--- config.mk ---
export PLATFORM = sky130hd
export DESIGN_NAME = rr_arbiter4
export DESIGN_NICKNAME = d
export VERILOG_FILES = /design/src/rtl/arb_pkg.sv /design/src/rtl/rr_pick4.sv /design/src/rtl/rr_arbiter4.sv
export SDC_FILE = /design/constraint.sdc
export NUM_CORES = 1
export LEC_CHECK = 0
export BUFFER_PORTS_ARGS = -buffer_cell sky130_fd_sc_hd__buf_2
export CAP_MARGIN = 20
export CORE_MARGIN = 2
export CORE_UTILIZATION = 35
export DETAILED_ROUTE_END_ITERATION = 10
export GPL_TIMING_DRIVEN = 0
export PLACE_DENSITY_LB_ADDON = 0.12
export RECOVER_POWER = 100
export SLEW_MARGIN = 30
export SYNTH_ARGS = -nofsm -noshare
export SYNTH_HDL_FRONTEND = slang
export SYNTH_SLANG_ARGS = --single-unit
--- constraint.sdc ---
create_clock -name clk -period 2.2 [get_ports clk]
set_input_delay 0.22 -clock clk [delete_from_list [all_inputs] [get_ports clk]]
set_output_delay 0.22 -clock clk [all_outputs]
set_load 0.005 [all_outputs]
--- src/rtl/arb_pkg.sv ---
`default_nettype none
// ============================================================================
// Module   : arb_pkg
// Brief    : Shared types and constants for the 4-way round-robin arbiter.
// Revision : 1.0 - initial release
// ============================================================================
package arb_pkg;

  // Arbiter FSM state encoding
  typedef enum logic [0:0] {
    IDLE  = 1'b0,
    GRANT = 1'b1
  } state_t;

  // Default maximum number of cycles a single grant may stay valid
  localparam int unsigned C_MAX_HOLD_DEFAULT = 8;

  // Round-robin pointer advance: the requester after the one just served
  function automatic logic [1:0] f_next_ptr(input logic [1:0] idx);
    return idx + 2'd1;
  endfunction

endpackage
`default_nettype wire

--- src/rtl/rr_pick4.sv ---
`default_nettype none
// ============================================================================
// Module   : rr_pick4
// Brief    : Combinational round-robin winner select for 4 requesters.
//            Search order is ptr, ptr+1, ptr+2, ptr+3 (mod 4).
// Revision : 1.0 - initial release
// ============================================================================
module rr_pick4 (
  input  logic [3:0] i_req,
  input  logic [1:0] i_ptr,
  output logic [1:0] o_idx,
  output logic       o_any
);

  logic [1:0] w_cand;

  // Walk the search order backwards so the earliest set candidate wins
  always_comb begin
    o_idx  = i_ptr;
    o_any  = 1'b0;
    w_cand = i_ptr;
    for (int k = 3; k >= 0; k--) begin
      w_cand = i_ptr + 2'(k);
      if (i_req[w_cand]) begin
        o_idx = w_cand;
        o_any = 1'b1;
      end
    end
  end

endmodule
`default_nettype wire

--- src/rtl/rr_arbiter4.sv ---
`default_nettype none
// ============================================================================
// Module   : rr_arbiter4
// Brief    : 4-requester round-robin arbiter with hold limit. Drives the
//            select/enable of a downstream 2-to-4 decoder; all outputs are
//            registered. A grant always ends with at least one idle cycle.
// Revision : 1.0 - initial release
// ============================================================================
module rr_arbiter4
  import arb_pkg::*;
#(
  parameter int unsigned MAX_HOLD = C_MAX_HOLD_DEFAULT
) (
  input  logic       clk,
  input  logic       rst,
  input  logic [3:0] i_req,
  input  logic       i_release,
  output logic [1:0] o_a,
  output logic       o_en,
  output logic       o_timeout
);

  // Counter sized to reach MAX_HOLD exactly; it is never incremented past it
  localparam int unsigned            C_CNT_W = $clog2(MAX_HOLD + 1);
  localparam logic [C_CNT_W-1:0]     C_MAX   = C_CNT_W'(MAX_HOLD);
  localparam logic [C_CNT_W-1:0]     C_ONE   = C_CNT_W'(1);

  state_t               r_state;
  logic [1:0]           r_ptr;
  logic [C_CNT_W-1:0]   r_cnt;
  logic [1:0]           r_a;
  logic                 r_en;
  logic                 r_timeout;

  logic [1:0]           w_win;
  logic                 w_any;
  logic                 w_drop;
  logic                 w_limit;

  rr_pick4 u_pick (
    .i_req (i_req),
    .i_ptr (r_ptr),
    .o_idx (w_win),
    .o_any (w_any)
  );

  // Owner-driven exit causes outrank the hold limit
  assign w_drop  = i_release | ~i_req[r_a];
  assign w_limit = (r_cnt == C_MAX);

  // Arbiter FSM with registered grant, enable and timeout outputs
  always_ff @(posedge clk or posedge rst) begin
    if (rst) begin
      r_state   <= IDLE;
      r_ptr     <= 2'd0;
      r_cnt     <= '0;
      r_a       <= 2'd0;
      r_en      <= 1'b0;
      r_timeout <= 1'b0;
    end else begin
      r_timeout <= 1'b0;
      case (r_state)
        IDLE: begin
          if (w_any) begin
            r_state <= GRANT;
            r_a     <= w_win;
            r_en    <= 1'b1;
            r_cnt   <= C_ONE;
          end
        end
        GRANT: begin
          if (w_drop || w_limit) begin
            r_state   <= IDLE;
            r_en      <= 1'b0;
            r_ptr     <= f_next_ptr(r_a);
            r_cnt     <= '0;
            r_timeout <= ~w_drop;
          end else begin
            r_cnt <= r_cnt + C_ONE;
          end
        end
        default: begin
          r_state <= IDLE;
          r_en    <= 1'b0;
        end
      endcase
    end
  end

  assign o_a       = r_a;
  assign o_en      = r_en;
  assign o_timeout = r_timeout;

endmodule
`default_nettype wire

==> run summary <==
The power density over the cells came out at 1100 mW/mm^2. For the worst setup path, the data arrival time is around 1.9 ns. For the pin with the worst max-slew slack, the measured transition is about 0.46 ns. The number of primary I/O pins is 11. The run finished with clean final reports.

CTS built an H-tree with a depth of 1. The total power draw came out at 0.813 mW. The DRC marker count from the first detailed-route iteration came out at 13. Of the available clock period, the critical path in the final layout requires 0.783.

For this run, the register share of the synthesized area comes to 0.437. The ratio of routed vias to standard cells came out at roughly 5.0. The final-report setup violation count came out at 0. The worst setup path is captured at a flip-flop.

The number of nets produced by synthesis came out at 77. The number of placement rows is 15. For this run, the slowest stage of the critical path takes around 0.46 ns.

The count of unique library cells instantiated by Yosys came out at 29. The worst max-slew margin expressed relative to the limit is 0.692. After clock tree synthesis, the flow added hold-fix buffers numbering 1. The highest achievable clock rate is 581 MHz. The number of antenna violations at the first check in global routing is 0. The post-DP HPWL is 969 um. In the routed design, unresolved DRC markers number 0. The final routed wire length divided by cell count is about 12 um. The slowest stage of the critical path belongs to the cell dfrtp_1. The remaining global-route overflow is 0. The largest net degree at the start of global routing is 12. The repair_antennas step left the layout with diodes totalling 0. Setup repair after global routing left no endpoint under its margin. For this run, the post-layout net count is between 90 and 100. The count of port buffers added during placement is 10. The worst-case register-to-register setup slack is 0.48 ns. For the worst-skew pair, the clock arrives at the later sink with an insertion delay of approximately 0.26 ns. Counting the fill cells in the layout gives between 150 and 200.

The cell family contributing the most delay on the critical path is multiplexers. The number of instances resized during post-cts repair came out at 0. The post-synth design cell area came out at 629 sq um. The post-CTS setup buffer count came out at 0. The root buffer cell chosen for the clock tree is clkbuf_4.

The average instance in the mapped netlist occupies 9.26 sq um. The antenna violation net count after detailed routing is 0. The TritonCTS sink count came out at 11. Walking the worst path, the cells encountered are mux2i_1, o22ai_1, a21oi_1, mux2_1. The clock-pin slew on the worst setup and hold paths came out at 0.07 ns. In the final layout, the share of cells above drive strength 1 is 0.145. The critical path ends at r_ptr[1]$_DFFE_PP0P_. The startpoint-to-endpoint class of the critical path is flip-flop to flip-flop. The sum of negative setup slack came out at 0 ns. The overall routing resource usage came out at 0.141. The die is 46.4 um wide. In the layout the commonest cells are 11 x dfrtp_1, 9 x nor2_1, 8 x buf_2. The final standard cell area without fillers is 739 sq um.

The most frequent standard cell in the layout excluding fill and tap cells is dfrtp_1. The number of non-filler instances in the completed layout is roughly 110. The clock period minus final worst setup slack is between 1.5 and 2 ns. The area of the die is 0.00215 sq mm. The final weighted congestion of routability-driven global placement came out at roughly 0.82. The final routed wirelength across all metal layers came out at 1.31 mm.

In this run the worst setup path begins at o_a[1]$_DFFE_PP0P_. The count of buffering cells on the critical path with inverters included came out at 0. The worst setup path is launched from a flip-flop. The initial core utilization is 0.368. The area growth from synthesis to layout is 17.5%.

The worst register-to-register path has a depth of 4. The number of synthesis warnings is 0. Before antenna repair, the detailed router went through 4 iterations. The startpoint identified for the worst register-to-register timing path is o_a[1]$_DFFE_PP0P_. The static leakage is 0.334 nW. After detailed placement, the design holds a cell count of slightly above 100. The reg-to-reg critical path endpoint is r_ptr[1]$_DFFE_PP0P_. Along the worst path, the maximum fanout reaches 5. The region available for standard cell placement spans 0.00171 sq mm.

The total count of max-transition violations in the final report is 0. In this run the cell area measured after placement is 711 sq um. Max-cap violations in this run came to 0.

The via count of the routed design came out at 544. The peak supply drop is approximately 0.49 mV. The wire length of the first global-routing pass came out at 2.17 mm.

Hold is met by roughly 0.32 ns. The number of buffers added by the clock tree synthesis step is 3. The CTS tree is done.

The required time of the critical path came out at 2.34 ns. The buffer depth of the longest clock path is 2. Clock skew on the completed layout was measured at approximately 0.0053 ns. The class of the worst hold path is input pin to flip-flop. The height of the die came out at 46.4 um. Synthesis produced a netlist whose cell count is 68. The total of flip-flops plus latches after synthesis came out at 11.

The via count of the first global-routing pass is ~500. The number of hold-slack violations in the final timing report is 0. The logic depth of the worst setup path including buffers came out at 4.
[layer usage]
metal  up-vias  wire [um]  track usage
li1        271          -            -
met1       259        691        0.217
met2        12        551        0.194
met3         2         52       0.0235
met4         0         13       0.0514
met5         -          0            0
[registers in the layout (all words and copies together), names as in the netlist]
| register | cells |
|---|---|
| r_cnt | 4 |
| o_a | 2 |
| r_ptr | 2 |
| o_en | 1 |
| o_timeout | 1 |
| r_state | 1 |
[synthesized netlist by cell type (all sizes together)]
cell type,number,area [sq um]
nand2b,6,37.5
o32a,1,10.0
nand3b,1,7.51
nand3,2,10.0
o31ai,1,7.51
or3b,1,8.76
nand2,3,11.3
a31oi,1,6.26
a21oi,3,15.0
nor3,1,5.00
o211ai,1,12.5
ha,2,25.0
a221oi,1,8.76
dfrtp,11,275
nor2,9,33.8
mux2i,3,30.0
xor2,1,8.76
mux2,1,11.3
buf,1,7.51
a211oi,1,7.51
o22ai,3,18.8
inv,7,26.3
or3,1,6.26
nor4,1,6.26
or4,1,7.51
or2,1,6.26
o21ai,2,10.0
o2bb2ai,1,8.76
[where the power goes]
group | internal [mW] | switching, mW | leakage [nW]
Sequential | 0.273 | 0.0762 | 0.137
Combinational | 0.158 | 0.171 | 0.182
Clock | 0.0699 | 0.0654 | 0.0150
[layout make-up]
type	count	area, sq um	area share
clock buffer	4	26.3	0.0355
multi-input combinational	49	315	0.426
tap	25	31.3	0.0423
inverter	7	26.3	0.0355
timing repair buffer	11	57.6	0.0778
sequential	11	275	0.372
buffer	1	7.51	0.0102
[worst min path at each step]
| stage | cells past startpoint | from | endpoint |
|---|---|---|---|
| 6_report | 3 | i_req[3] | o_a[0]$_DFFE_PP0P_ |
| 5_1_grt | 3 | i_req[3] | o_a[0]$_DFFE_PP0P_ |
| 4_1_cts | 3 | i_req[3] | o_a[0]$_DFFE_PP0P_ |
| 3_5_place_dp | 2 | rst | r_ptr[1]$_DFFE_PP0P_ |
| 3_3_place_gp | 2 | rst | o_en$_DFFE_PP0P_ |
| 2_1_floorplan | 1 | rst | o_a[0]$_DFFE_PP0P_ |
[stage by stage]
stage	setup WS, ns	utilization
global route	0.393	0.433
CTS	0.462	0.437
floorplan	0.690	-
detailed placement	0.468	0.416
global placement	0.468	0.416
finish	0.478	0.433
[worst min-delay path, cell delays in order]
cell	delay, ns
buf_2	0.14
nor2_1	0.10
o31ai_1	0.08
[cell families after synthesis]
logic type	share of synthesized area
buffers and inverters	0.0537
AO/OA/AOI/OAI	0.167
AND/OR/NAND/NOR	0.223
adder cells (fa/ha/maj)	0.0398
multiplexers	0.0656
XOR/XNOR	0.0139
flip-flops	0.437
Note: power is estimated with default switching activity, not from simulation.
